`config.mk`:
```
export PLATFORM = sky130hd
export DESIGN_NAME = memory_inhibit_sequencer
export DESIGN_NICKNAME = d
export VERILOG_FILES = /design/src/rtl/memory_inhibit_sequencer.sv
export SDC_FILE = /design/constraint.sdc
export NUM_CORES = 1
export LEC_CHECK = 0
export CAP_MARGIN = 20
export CELL_PAD_IN_SITES_DETAIL_PLACEMENT = 0
export CELL_PAD_IN_SITES_GLOBAL_PLACEMENT = 2
export CORE_ASPECT_RATIO = 1.2
export CORE_UTILIZATION = 30
export CTS_CLUSTER_DIAMETER = 60
export DETAILED_ROUTE_END_ITERATION = 10
export HOLD_SLACK_MARGIN = 0.02
export PLACE_DENSITY = 0.87
export SLEW_MARGIN = 20
export SYNTH_ARGS = -nofsm -noshare
export SYNTH_HDL_FRONTEND = slang
export SYNTH_SLANG_ARGS = --single-unit
```
`constraint.sdc`:
```
create_clock -name clk -period 2.7 [get_ports clk]
set_input_delay 0.54 -clock clk [delete_from_list [all_inputs] [get_ports clk]]
set_output_delay 0.54 -clock clk [all_outputs]
set_load 0.02 [all_outputs]
```
`src/rtl/memory_inhibit_sequencer.sv`:
```
// Core-memory write/restore sequencer: runs one destructive-read then restore/write cycle on the
// selected memory module (a-d). It drives the read, sense-strobe, write and inhibit lines, and it
// captures and parity-checks the sensed word.
module memory_inhibit_sequencer #(
   parameter int unsigned WIDTH        = 13,
   parameter int unsigned READ_CYCLES  = 3,
   parameter int unsigned WRITE_CYCLES = 3
) (
   input  logic                     clk,
   input  logic                     reset,
   input  logic                     MSTART,
   input  logic [1:0]               MSEL,
   input  logic                     WRMODE,
   input  logic [WIDTH-1:0]         WDATA,
   input  logic [WIDTH-1:0]         SADATA,
   input  logic                     SAPAR,
   output logic                     BUSY,
   output logic [3:0]               RDRV,
   output logic [3:0]               SASTB,
   output logic [3:0]               WDRV,
   output logic [4*(WIDTH+1)-1:0]   INH,
   output logic [WIDTH-1:0]         RDATA,
   output logic                     PERR,
   output logic                     DONE
);

   localparam int unsigned SliceW = WIDTH + 1;
   localparam int unsigned MaxCyc = (READ_CYCLES > WRITE_CYCLES) ? READ_CYCLES : WRITE_CYCLES;
   // The counter only ever holds values 0 .. MaxCyc-1.
   localparam int unsigned CntW   = (MaxCyc > 1) ? $clog2(MaxCyc) : 1;
   localparam logic [CntW-1:0] ReadLoad  = CntW'(READ_CYCLES - 1);
   localparam logic [CntW-1:0] WriteLoad = CntW'(WRITE_CYCLES - 1);

   typedef enum logic [2:0] {
      StIdle,
      StRead,
      StStrobe,
      StSetup,
      StWrite,
      StRecover
   } stateT;

   stateT               stateQ, stateD;
   logic [CntW-1:0]     cntQ, cntD;
   logic [1:0]          selQ, selD;
   logic                modeQ, modeD;
   logic [WIDTH-1:0]    wdataQ, wdataD;
   logic [SliceW-1:0]   storeQ, storeD;
   logic [WIDTH-1:0]    rdataQ, rdataD;
   logic                perrQ, perrD;

   logic                busyQ, busyD;
   logic [3:0]          rdrvQ, rdrvD;
   logic [3:0]          sastbQ, sastbD;
   logic [3:0]          wdrvQ, wdrvD;
   logic [4*SliceW-1:0] inhQ, inhD;
   logic                doneQ, doneD;

   logic [3:0]          selHot;
   logic                inhPhase;

   // Next-state sequencing, request latching and sense-word capture.
   always_comb begin
      stateD = stateQ;
      cntD   = cntQ;
      selD   = selQ;
      modeD  = modeQ;
      wdataD = wdataQ;
      storeD = storeQ;
      rdataD = rdataQ;
      perrD  = perrQ;

      case (stateQ)
         StIdle: begin
            if (MSTART) begin
               stateD = StRead;
               cntD   = ReadLoad;
               selD   = MSEL;
               modeD  = WRMODE;
               wdataD = WDATA;
            end
         end
         StRead: begin
            if (cntQ == '0) begin
               stateD = StStrobe;
            end else begin
               cntD = cntQ - CntW'(1);
            end
         end
         StStrobe: begin
            stateD = StSetup;
            rdataD = SADATA;
            // Odd parity over {parity, data} is correct.
            perrD  = ~(^{SAPAR, SADATA});
            // A generated parity bit makes the written word odd parity.
            storeD = modeQ ? {~^wdataQ, wdataQ} : {SAPAR, SADATA};
         end
         StSetup: begin
            stateD = StWrite;
            cntD   = WriteLoad;
         end
         StWrite: begin
            if (cntQ == '0) begin
               stateD = StRecover;
            end else begin
               cntD = cntQ - CntW'(1);
            end
         end
         StRecover: begin
            stateD = StIdle;
         end
         default: begin
            stateD = StIdle;
         end
      endcase
   end

   // Next values of the registered drive, inhibit and status outputs.
   always_comb begin
      busyD    = (stateD != StIdle);
      selHot   = 4'b0001 << selD;
      rdrvD    = (stateD == StRead)   ? selHot : 4'b0000;
      sastbD   = (stateD == StStrobe) ? selHot : 4'b0000;
      wdrvD    = (stateD == StWrite)  ? selHot : 4'b0000;
      doneD    = (stateQ == StRecover);
      inhPhase = (stateD == StSetup) || (stateD == StWrite) || (stateD == StRecover);
      inhD     = '0;
      // A 0 bit is stored by inhibiting it, so the selected slice carries ~store.
      if (inhPhase) begin
         for (int m = 0; m < 4; m++) begin
            if (selQ == 2'(m)) begin
               inhD[m*SliceW +: SliceW] = ~storeD;
            end
         end
      end
   end

   // State and output registers; reset abandons any cycle in progress.
   always_ff @(posedge clk) begin
      if (reset) begin
         stateQ <= StIdle;
         cntQ   <= '0;
         selQ   <= '0;
         modeQ  <= 1'b0;
         wdataQ <= '0;
         storeQ <= '0;
         rdataQ <= '0;
         perrQ  <= 1'b0;
         busyQ  <= 1'b0;
         rdrvQ  <= '0;
         sastbQ <= '0;
         wdrvQ  <= '0;
         inhQ   <= '0;
         doneQ  <= 1'b0;
      end else begin
         stateQ <= stateD;
         cntQ   <= cntD;
         selQ   <= selD;
         modeQ  <= modeD;
         wdataQ <= wdataD;
         storeQ <= storeD;
         rdataQ <= rdataD;
         perrQ  <= perrD;
         busyQ  <= busyD;
         rdrvQ  <= rdrvD;
         sastbQ <= sastbD;
         wdrvQ  <= wdrvD;
         inhQ   <= inhD;
         doneQ  <= doneD;
      end
   end

   assign BUSY  = busyQ;
   assign RDRV  = rdrvQ;
   assign SASTB = sastbQ;
   assign WDRV  = wdrvQ;
   assign INH   = inhQ;
   assign RDATA = rdataQ;
   assign PERR  = perrQ;
   assign DONE  = doneQ;

endmodule

```
==> metrics.cfg, run 1 <==
[worst_hold_path]
min_path_type=reg -> reg
hold_start=RDATA[9]
whs_path_depth=2
min_to=RDATA[9]

[timing]
clock-skew-final_ps=7.27
fin_tns_setup_ps=0
hold_viol_final=0
tightest_slew_ps=848
slew_headroom_pct=43.4
period_minus_slack_ps=1920
max_freq_mhz=519
rsz0062_at_grt=false
final_max_slew_viol_count=0
period_share_pct=71.3
setup_viol=0

[die]
dieArea_um2=14400
io_pins=117
die_w_um=110
core_region_area_um2=13400
rows=46
start_util_pct=31.1
die_h_um=131

[global_route]
grt-ovfl-total=0
grt_max_degree=41
grt_pass1_wl_um=16000
track_usage_pct=15.1
antenna_found_initial=0
grt_pass1_vias=3226

[drt]
post_drt_wl_per_cell_um=14.0
vias=3255
via_per_inst=4.40
wirelength_um=10400
postRouteAntennaNets=0
drc_errors=0
first_iter_violations=102
first_pass_iters=4

[finish]
fillers=1323
drive_above_1_share_pct=9.62
antenna_cells=0
finalInstanceArea_um2=6100
final_nets=593
syn2layout_area_growth_pct=46.4

[worst_setup_path]
rr_worst_depth=5
ff2ff_setup_slack_ps=810
critPathSlowestCell=clkdlybuf4s50_1
critPathCaptureType=flop
worst-path-max-fanout=17
r2r-start=stateQ[2]
r2r_end=INH[13]
cp_cell_sequence=clkdlybuf4s50_1 -> inv_1 -> o211a_1 -> nand2_1 -> o31ai_1
cp.required_ps=3010
arrival_ps=2240
crit_family=buffers and inverters
critPathKind=in -> reg
slowest_delay_ps=450
start_kind=input pin
cp_num_buf_inv=2

[run_status]
status=finished clean

[place]
portBuffers=116
routabilityCongestion=0.792
placed_cell_area_um2=5520
dp_hpwl_um=7680

[synth]
synth_compound_area_share_pct=8.95
ys_warn_count=0
synthTopCellsByArea=dfxtp_1, nand2_1, nor2_1
synth_top_flop_cell=dfxtp_1
syn_nets=472
synth_top_family_by_area=simple AND/OR/NAND/NOR gates
synth_edf_count=0
ys_types=38
ys_async_sr_fraction_pct=0
yosys.area_share.simple_pct=20.2
synth.avg_cell_area_um2=9.51
synth_cells=438
synth_fa_ha_area_share_pct=0.300
synth_xor_area_share_pct=6.07
synth_area_um2=4170
synth_top_area_share_pct=57.2
synth.ff_latch_count=119
ys_seq_area_share_pct=57.2
synthMuxAreaShare_pct=4.36
synth_area_leader_cell=dfxtp_1

[clock_network]
cts_resized=0
clk_pin_slew_ps=50
cts-htree-levels=4
cts_tree=built
numCtsBuffers=17
cts_hold_buf=0
clockBufferDepth=2
root_buffer=clkbuf_16
cts_sinks=119
clk_latency_ps=410
post_cts_buffers=0

[power]
pwr-share-seq_pct=40.1
peakVddDrop_uv=453
p_total_mw=4.78
switchingPower_mw=1.24
powerDensity_nw_per_um2=783
pwr-share-comb_pct=15.0
clkPwrFrac_pct=44.9
p_sw_share_pct=25.9
cellLeakagePower_nw=2.38
intPower_mw=3.54

[job]
cap_violations=0

state kept, by name, summed over array words and instances (netlist names), 2 cells and up:
name,count
storeQ,14
stateQ,3
selQ,2
RDATA,13
wdataQ,13
SASTB,4
WDRV,4
cntQ,2
RDRV,4
INH,56
logic make-up (layout without fill, tap and decap cells):
| group | after synthesis | count (layout) |
|---|---|---|
| adders and majority gates | 1 | 1 |
| and+or+nand+nor | 191 | 191 |
| buffers and inverters | 30 | 164 |
| DFF | 119 | 119 |
| muxes | 18 | 18 |
| xor gates and xnor gates | 21 | 21 |
| AOI/OAI and AO/OA | 58 | 58 |
layout by cell type (no fill, tap or decap), types with 3 or more instances in the layout:
cell | synthesis | final
a21oi_1 | 29 | 29
and2_1 | 13 | 13
buf_4 | 0 | 10
clkbuf_16 | 0 | 17
clkbuf_8 | 0 | 4
clkdlybuf4s50_1 | 0 | 116
clkinv_4 | 0 | 3
clkinvlp_4 | 0 | 4
dfxtp_1 | 119 | 119
inv_1 | 6 | 6
mux2i_1 | 17 | 17
nand2_1 | 77 | 77
nand2b_1 | 6 | 6
nand3_1 | 5 | 5
nor2_1 | 71 | 71
nor2b_1 | 7 | 7
nor3_1 | 3 | 3
o21ai_0 | 5 | 5
o21ai_2 | 10 | 10
o31ai_1 | 5 | 5
xnor2_1 | 14 | 14
xnor3_1 | 5 | 5
tightest hold or removal path, cell delays in order, from the launching register on:
cell     delay, ps
dfxtp_1        300
nand2_1         50
a21oi_1         50
synth_stat cells (6+ instances only):
| cell type | number |
|---|---|
| a21oi_1 | 29 |
| and2_1 | 13 |
| buf_2 | 7 |
| clkbuf_1 | 15 |
| dfxtp_1 | 119 |
| inv_1 | 6 |
| mux2i_1 | 17 |
| nand2_1 | 77 |
| nand2b_1 | 6 |
| nor2_1 | 71 |
| nor2b_1 | 7 |
| o21ai_2 | 10 |
| xnor2_1 | 14 |
through the flow:
step           util, %  worst slack, ps  hold slack [ps]  std cells
3_5_place_dp      41.1              369              447        708
4_1_cts           45.5              763              455        740
5_1_grt           45.5              626              480        740
6_report          45.5              775              456        740
3_3_place_gp      41.1              410              441        708
2_1_floorplan        -             1050              449        438
power groups by stage:
stage	Combinational (mW)	Clock (mW)	Sequential (mW)
floorplan	0.419	0	1.98
global placement	0.716	0	1.95
detailed placement	0.726	0	1.95
CTS	0.731	2.19	1.91
global route	0.789	2.27	1.92
finish	0.718	2.15	1.91
layout make-up:
type / count / area (um2) / area share (%)
Clock inverter: 10 / 96.3 / 1.58
Clock buffer: 22 / 484 / 7.94
Tap cell: 168 / 210 / 3.45
Sequential cell: 119 / 2380 / 39.1
Inverter: 6 / 22.5 / 0.369
Multi-Input combinational cell: 289 / 1670 / 27.3
Timing Repair Buffer: 126 / 1240 / 20.3
metal layers:
metal | GRT usage [%] | vias up | share of wire (%)
met5 | 0 | - | 0
met4 | 6.35 | 0 | 1.6
met3 | 4.45 | 11 | 4.1
met2 | 26.3 | 75 | 51
met1 | 17.2 | 1503 | 43
li1 | - | 1666 | -
worst max-delay path by stage:
| stage | startpoint | endpoint | slack (ps) | cells past startpoint |
|---|---|---|---|---|
| global route | reset | INH[13] | 630 | 5 |
| floorplan | SADATA[6] | PERR | 1050 | 4 |
| global placement | SADATA[6] | PERR | 410 | 5 |
| detailed placement | reset | INH[13] | 370 | 5 |
| CTS | PERR | PERR | 760 | 1 |
| finish | reset | INH[13] | 780 | 5 |
Note: power is estimated with default switching activity, not from simulation.
==> run 2: changes to the inputs <==
- CORE_UTILIZATION: 30 -> 25
- PLACE_DENSITY: 0.87 -> 0.78
- clock period: 2.7 -> 1.7 ns (I/O delays scaled with it)
==> run 2 against run 1 <==
Against the previous run:
- the run now ends with setup timing left
- via count is 6.2% higher
- clock-buffer cell count is 1 lower
- clock skew increased by 4.4 ps
- setup slack worse by 780 ps
- global-route usage is 1.6 points lower
- non-clock buffer count grew 37
- highest routed layer unchanged
==> metrics.cfg, run 2 (synthesis results as in run 1) <==
[clock_network]
cts_sinks=119  ; unchanged
clk_pin_slew_ps=60  ; about the same
cts_hold_buf=0  ; unchanged
numCtsBuffers=17  ; unchanged
cts-htree-levels=4  ; unchanged
clockBufferDepth=2  ; unchanged
cts_tree=built
clk_latency_ps=410  ; about the same
root_buffer=clkbuf_16

[worst_hold_path]
min_path_type=in -> reg

[job]
cap_violations=0  ; unchanged

[global_route]
track_usage_pct=13.5  ; -1.6 points
grt-ovfl-total=0  ; unchanged
grt_pass1_wl_um=17300  ; +8.5%
grt_max_degree=43  ; +4.9%
antenna_found_initial=0  ; unchanged
grt_pass1_vias=3483  ; +8.0%

[power]
p_total_mw=7.85  ; +64%
peakVddDrop_uv=718  ; +58%
powerDensity_nw_per_um2=1180  ; +51%
cellLeakagePower_nw=3.26  ; +37%

[worst_setup_path]
worst-path-max-fanout=5  ; -12
critPathCaptureType=flop
critPathKind=reg -> reg
cp.required_ps=2000  ; -1010 ps
arrival_ps=2000  ; -240 ps
ff2ff_setup_slack_ps=-3  ; -810 ps
start_kind=flop

[die]
start_util_pct=25.6  ; -5.5 points
die_w_um=120  ; +9.4%
core_region_area_um2=16300  ; +21%
rows=51  ; +11%
io_pins=117  ; unchanged
dieArea_um2=17200  ; +20%
die_h_um=143  ; +9.4%

[drt]
post_drt_wl_per_cell_um=13.4  ; -4.1%
first_iter_violations=125  ; +23%
vias=3456  ; +6.2%
drc_errors=0  ; unchanged
first_pass_iters=4  ; unchanged
postRouteAntennaNets=0  ; unchanged
wirelength_um=11000  ; +6.4%
via_per_inst=4.21  ; -4.3%

[timing]
rsz0062_at_grt=true
period_minus_slack_ps=1700
fin_ws_ps=-2.60  ; -778 ps
tightest_slew_ps=430  ; -418 ps
slew_headroom_pct=71.2  ; +28 points
clock-skew-final_ps=11.7  ; +4.41 ps
max_freq_mhz=587
hold_viol_final=0  ; unchanged
final_max_slew_viol_count=0  ; unchanged
period_share_pct=100
setup_viol=1  ; +1

[place]
dp_hpwl_um=8220  ; +7.0%
routabilityCongestion=0.696  ; -12%
pre_cts_slack_ps=-498  ; -867 ps
portBuffers=116  ; unchanged

[run_status]
violations=setup timing
status=finished, violations left

[finish]
multi_input_area_um2=1710  ; +2.6%
fin_util_pct=40.9  ; -4.6 points
final_nets=630  ; +6.2%
fillers=1607  ; +21%
syn2layout_area_growth_pct=59.7
regArea_um2=2380  ; +0.11%
layout_commonest_cell=dfxtp_1
layout_common_cells=dfxtp_1, nand2_1, nor2_1
antenna_cells=0  ; unchanged
largest_reg_flops=56  ; unchanged
drive_above_1_share_pct=16.9  ; +7.3 points

[run 2: cell count changes in the layout (fill, tap and decap cells not counted), sizes merged]
cell	change
clkdlybuf4s50	-46
buf	+37
dlymetal6s2s	+32
dlygate4sd2	+14
inv	+4
clkinvlp	-2
clkbuf	-1
clkinv	-1
[run 2: per-layer routing]
metal	GRT usage (%)	vias to the layer above	part of all wire, %
met5	0	-	0
met1	15.1	1594	42
met3	3.97	19	4.9
met2	23.0	92	50
met4	7.30	0	2.5
li1	-	1751	-
[run 2: what timing repair did]
action | 4_1_cts | 5_1_grt
pin swaps | 1 | 6
buffers inserted | 0 | 3
endpoints found under the setup margin | 23 | 101
gates resized for setup | 17 | 39
[run 2: critical path: stages (launching register included)]
cell      delay [ps]
dfxtp_2          340
buf_4            150
nor4b_4          450
mux2i_2          390
nand2b_1         200
nor2_1            60
[run 2: path summary, 6_finish.rpt]
path | endpoint | cells after the start | from
worst max-delay path | WDRV[2] | 5 | stateQ[0]
worst min-delay path | RDATA[0] | 4 | SADATA[0]
worst max register to register | WDRV[2] | 5 | stateQ[0]
worst min register to register | RDATA[2] | 2 | RDATA[2]
[run 2: metrics by stage]
step / setup TNS (ps) / hold slack [ps] / area (um2) / instances
after floorplan: 0 / 418 / 4170 / 438
after global placement: -3220 / 445 / 5930 / 786
after detailed placement: -4020 / 446 / 5930 / 786
after CTS: -61.6 / 457 / 6520 / 818
after global routing: -543 / 375 / 6650 / 821
final: -2.60 / 369 / 6650 / 821
[run 2: cell type report]
type,instances,area share [%]
Sequential cell,119,35.9
Multi-Input combinational cell,289,25.7
Inverter,6,0.339
Clock buffer,21,7.22
Timing Repair Buffer,163,25.2
Tap cell,212,3.99
Clock inverter,11,1.67
[run 2: where the power goes]
group / total, mW / internal [mW] / switching [mW]
Sequential: 3.02 / 2.94 / 0.0831
Clock: 3.51 / 2.19 / 1.32
Combinational: 1.32 / 0.641 / 0.684
==> run 3: changes to the inputs <==
- CTS_CLUSTER_SIZE: not set -> 10
==> results of run 3 <==
Same layout as run 2: the final DEF is identical, and so are final timing and power.
